[src/rtl/button_conditioner.sv]
// Button/switch front end for the RTC time-set UI: 2-flop sync, tick-sampled debounce, press pulses.
// Define BTN_AUTOREPEAT_EN to add held-button auto-repeat pulses.
module button_conditioner #(
   parameter int NUM_BTN      = 3,
   parameter int TICK_MAX     = 49999,
   parameter int SHIFT_LEN    = 8,
   parameter int REPEAT_DELAY = 500,
   parameter int REPEAT_RATE  = 100
) (
   input  logic               clock50MHz,
   input  logic               resetn,
   input  logic [NUM_BTN-1:0] btn_n_raw,
   input  logic               man_switch_raw,
   output logic               tick_1k,
   output logic [NUM_BTN-1:0] btn_level,
   output logic [NUM_BTN-1:0] btn_pulse,
   output logic               man_mode
);

   localparam int TW = $clog2(TICK_MAX + 1);

   logic [TW-1:0]      tick_cnt;
   logic [NUM_BTN-1:0] btn_sync1, btn_sync2;
   logic               sw_sync1, sw_sync2;
   logic [NUM_BTN:0]   act;
   logic [NUM_BTN:0]   deb;
   logic [NUM_BTN-1:0] level_q;
   logic [NUM_BTN-1:0] rep;

   always_ff @(posedge clock50MHz or negedge resetn) begin
      if (!resetn) begin
         tick_cnt <= '0;
      end else if (tick_cnt == TW'(TICK_MAX)) begin
         tick_cnt <= '0;
      end else begin
         tick_cnt <= tick_cnt + 1'b1;
      end
   end

   assign tick_1k = (tick_cnt == TW'(TICK_MAX));

   always_ff @(posedge clock50MHz or negedge resetn) begin
      if (!resetn) begin
         btn_sync1 <= '1;
         btn_sync2 <= '1;
         sw_sync1  <= 1'b0;
         sw_sync2  <= 1'b0;
      end else begin
         btn_sync1 <= btn_n_raw;
         btn_sync2 <= btn_sync1;
         sw_sync1  <= man_switch_raw;
         sw_sync2  <= sw_sync1;
      end
   end

   // Active-high view of every input; the top bit is the manual-set switch.
   assign act = {sw_sync2, ~btn_sync2};

   for (genvar i = 0; i <= NUM_BTN; i++) begin : g_deb
      logic [SHIFT_LEN-1:0] shreg;
      logic [SHIFT_LEN-1:0] shnext;
      logic                 lvl;

      assign shnext = {shreg[SHIFT_LEN-2:0], act[i]};

      always_ff @(posedge clock50MHz or negedge resetn) begin
         if (!resetn) begin
            shreg <= '0;
            lvl   <= 1'b0;
         end else if (tick_1k) begin
            shreg <= shnext;
            if (&shnext) begin
               lvl <= 1'b1;
            end else if (~|shnext) begin
               lvl <= 1'b0;
            end
         end
      end

      assign deb[i] = lvl;
   end

   assign btn_level = deb[NUM_BTN-1:0];
   assign man_mode  = deb[NUM_BTN];

`ifdef BTN_AUTOREPEAT_EN
   localparam int RW = $clog2(REPEAT_DELAY + 1);

   // Reloading DELAY-RATE after each repeat gives the periodic cadence without wrapping.
   for (genvar i = 0; i < NUM_BTN; i++) begin : g_rep
      logic [RW-1:0] hold_cnt;
      logic          hit;

      assign hit    = (hold_cnt == RW'(REPEAT_DELAY - 1));
      assign rep[i] = btn_level[i] & tick_1k & hit;

      always_ff @(posedge clock50MHz or negedge resetn) begin
         if (!resetn) begin
            hold_cnt <= '0;
         end else if (!btn_level[i]) begin
            hold_cnt <= '0;
         end else if (tick_1k) begin
            if (hit) begin
               hold_cnt <= RW'(REPEAT_DELAY - REPEAT_RATE);
            end else begin
               hold_cnt <= hold_cnt + 1'b1;
            end
         end
      end
   end
`else
   logic unused_repeat_cfg;
   assign unused_repeat_cfg = ^{REPEAT_DELAY, REPEAT_RATE};
   assign rep = '0;
`endif

   always_ff @(posedge clock50MHz or negedge resetn) begin
      if (!resetn) begin
         level_q   <= '0;
         btn_pulse <= '0;
      end else begin
         level_q   <= btn_level;
         btn_pulse <= ((btn_level & ~level_q) | rep) & {NUM_BTN{man_mode}};
      end
   end

endmodule

[config.mk]
export PLATFORM = sky130hd
export DESIGN_NAME = button_conditioner
export DESIGN_NICKNAME = d
export VERILOG_FILES = /design/src/rtl/button_conditioner.sv
export SDC_FILE = /design/constraint.sdc
export NUM_CORES = 1
export LEC_CHECK = 0
export CORE_ASPECT_RATIO = 0.9
export CORE_MARGIN = 8
export CORE_UTILIZATION = 63
export DETAILED_ROUTE_END_ITERATION = 8
export PLACE_DENSITY = 0.83
export RECOVER_POWER = 25
export SLEW_MARGIN = 20
export SYNTH_ARGS = -nofsm -noshare
export SYNTH_HDL_FRONTEND = slang
export SYNTH_SLANG_ARGS = --single-unit
[constraint.sdc]
create_clock -name clock50MHz -period 2.7 [get_ports clock50MHz]
set_input_delay 0.54 -clock clock50MHz [delete_from_list [all_inputs] [get_ports clock50MHz]]
set_output_delay 0.54 -clock clock50MHz [all_outputs]
set_load 0.01 [all_outputs]
==> impl_metrics.py <==
metrics = {
    "worst_hold_path": {
        "min_path_type": "in -> async",
    },
    "floorplan": {
        "dieArea_mm2": 0.00637,
        "start_util_pct": 64.3,
        "core_area_mm2": 0.00399,
        "rows": 22,
        "dieHeight_um": 76.6,
        "die_w_um": 83.3,
        "pin_count": 14,
    },
    "clocking": {
        "cts-root-buf": "clkbuf_8",
        "ctsHoldBuffers": 0,
        "cts.path.max_buffers": 2,
        "cts_inserted_buffers": 9,
        "clk-insertion-delay-late_ns": 0.34,
        "cts.reportedPaths.clkPinSlew_ns": 0.06,
        "cts-resized-gates": 0,
        "cts_max_level": 3,
        "cts_tree": "done",
        "cts_setup_buffers": 0,
        "cts.sink_count": 62,
    },
    "global_route": {
        "grt_pass1_wl_mm": 7.83,
        "grt_overflow": 0,
        "antenna_found_initial": 0,
        "grt_usage_pct": 15.3,
        "grt_pass1_vias": 1732,
        "grt_max_degree": 41,
    },
    "critical_path": {
        "arrival_ns": 1.99,
        "crit_path_start_kind": "register",
        "crit_fanout": 7,
        "reg2reg_depth": 5,
        "r2r_start": "tick_cnt[0]$_DFF_PN0_",
        "critPathCaptureType": "output pin",
        "cp-startpoint": "tick_cnt[0]$_DFF_PN0_",
        "crit_cells": 5,
        "critPathKind": "reg -> out",
        "critPathMaxStageDelay_ns": 0.54,
        "path_cells": "ha_1, and3_1, nand2_1, nor2_1, clkdlybuf4s50_1",
        "required_ns": 2.16,
        "crit_family": "buffers and inverters",
        "r2r_end": "tick_cnt[9]$_DFF_PN0_",
        "slowest_stage": "clkdlybuf4s50_1",
        "critPathBufInv": 1,
        "ff2ff_setup_slack_ns": 0.70,
    },
    "synth": {
        "ys_types": 35,
        "syn_avg_cell_area_um2": 10.3,
        "synth_flop_cell": "dfrtp_1",
        "synthTopCellsByArea": "dfrtp_1 (55%), nand2_1 (13%), dfstp_2 (6.1%)",
        "ys_warn_count": 0,
        "yosysMostFrequentCell": "nand2_1",
        "synth.top_cell.area_share_pct": 54.6,
        "synth_enable_flop_cells": 0,
        "async_flop_share_pct": 100,
        "netlist_area_mm2": 0.00257,
        "yosysSeqAreaShare_pct": 60.8,
        "synth.net_count": 257,
        "synth_area_leader_cell": "dfrtp_1",
        "netlist_instances": 250,
        "synthTopCellsByCount": "nand2_1 (88), dfrtp_1 (56), nor2_1 (11)",
        "ys_ff_latch": 62,
    },
    "route": {
        "drc": 0,
        "drtAntennaViolNets": 0,
        "met3WireLength_um": 284,
        "routedWlPerCell_um": 14.1,
        "vias_per_cell": 5.70,
        "drt_iter0_markers": 103,
        "met1_length_mm": 2.12,
        "dr_wl_met2_mm": 2.05,
        "drtPass1Iterations": 4,
        "maxUsedRoutingLayer": "met4",
        "vias": 1817,
        "routed_wl_mm": 4.51,
    },
    "power": {
        "peakVddDrop_v": 0.000552,
        "sw_frac_of_total_pct": 21.6,
        "leakage_uw": 0.00140,
        "p_per_area_mw_per_mm2": 577,
        "p_sw_uw": 357,
        "internal_power_uw": 1300,
        "pwr-share-seq_pct": 57.0,
        "combPwrFrac_pct": 1.7,
        "power_frac_clock_pct": 41.4,
    },
    "placement": {
        "io_buffers": 13,
        "placedInstanceArea_mm2": 0.00270,
        "dp_hpwl_mm": 3.00,
        "finalWeightedCongestion": 0.876,
    },
    "sta": {
        "rsz0062_at_grt": "false",
        "worstMarginPinSlew_ns": 1.18,
        "period_needed_ns": 2.53,
        "tns_ns": 0,
        "final_hold_viol_count": 0,
        "clock_skew_ns": 0.0110,
        "slew_headroom_pct": 21.4,
        "period_share_pct": 93.8,
        "finalSetupViolCount": 0,
        "max_freq_mhz": 395,
        "maxSlewViolCount": 0,
    },
    "outcome": {
        "status": "completed",
    },
    "cells_and_area": {
        "fin_nets": 273,
        "drive_above_1_share_pct": 11.4,
        "num_antenna_cells": 0,
        "postLayoutCellArea_mm2": 0.00286,
        "seqCellArea_mm2": 0.00156,
        "nFillCells": 312,
        "multiInputGateArea_um2": 912,
        "area_growth_pct": 11.6,
    },
    "run": {
        "maxCapViolations": 0,
    },
}
-- cell type report --
class	instances	area share (%)
clock buffers	11	4.94
clock inverters	5	0.874
inverters	2	0.262
multi-input cells	173	31.9
flip-flops and latches	62	54.5
well taps	48	2.10
repair buffers	18	5.51
-- registers in the layout, summed over array words and instances, names as in the netlist --
name / count
sw_sync1: 1
g_deb.shreg: 28
man_mode: 1
btn_sync1: 3
tick_cnt: 16
sw_sync2: 1
btn_sync2: 3
btn_pulse: 3
level_q: 3
g_deb.lvl: 3
-- cell usage in the layout (no fill, tap or decap), types with 2 or more instances in the layout --
master,instances
a21oi_1,2
and3_1,2
and3b_1,2
buf_4,4
clkbuf_1,3
clkbuf_8,10
clkdlybuf4s50_1,8
clkinv_2,5
dfrtp_1,56
dfstp_2,6
dlygate4sd3_1,4
inv_1,2
nand2_1,88
nand3_1,6
nand4_1,10
nand4b_1,3
nor2_1,11
nor3_1,2
nor4_1,7
nor4b_1,5
o21ai_0,8
o31ai_1,4
xnor2_1,6
xor2_1,5
-- layer usage --
metal,track usage (%),up-vias
li1,-,872
met1,18.8,892
met2,22.1,47
met3,8.01,6
met4,6.14,0
met5,0,-
-- power groups by stage --
| stage | Sequential, µW | Combinational (µW) | Clock, µW |
|---|---|---|---|
| 2_1_floorplan | 958 | 3.87 | 0 |
| 3_3_place_gp | 958 | 30.3 | 0 |
| 3_5_place_dp | 958 | 31.0 | 0 |
| 4_1_cts | 942 | 30.9 | 702 |
| 6_report | 942 | 27.4 | 684 |
| 5_1_grt | 942 | 32.5 | 746 |
-- through the flow --
stage	power, µW	worst slack [ns]	hold WS [ns]	instances	util [%]
2_1_floorplan	961	0.994	0.244	250	-
3_3_place_gp	989	0.564	0.335	303	67.7
3_5_place_dp	989	0.515	0.338	303	67.7
4_1_cts	1670	0.145	0.105	319	71.8
5_1_grt	1720	0.0538	0.352	319	71.7
6_report	1650	0.166	0.294	319	71.7
-- how the worst max path moves through the flow --
stage | to | slack (ns)
floorplan | tick_1k | 0.99
global placement | tick_1k | 0.56
detailed placement | tick_1k | 0.52
CTS | tick_1k | 0.14
global route | tick_1k | 0.05
finish | tick_1k | 0.17
-- logic make-up (layout without fill, tap and decap cells) --
kind of cell	count (synthesis)	count (layout)	share of synthesized area (%)
buffers and inverters	15	36	3.71
AND/OR/NAND/NOR	145	145	27.5
flip-flops	62	62	60.8
XOR/XNOR	11	11	3.75
AO/OA/AOI/OAI	16	16	3.80
adder cells (fa/ha/maj)	1	1	0.487
Note: power is estimated with default switching activity, not from simulation.
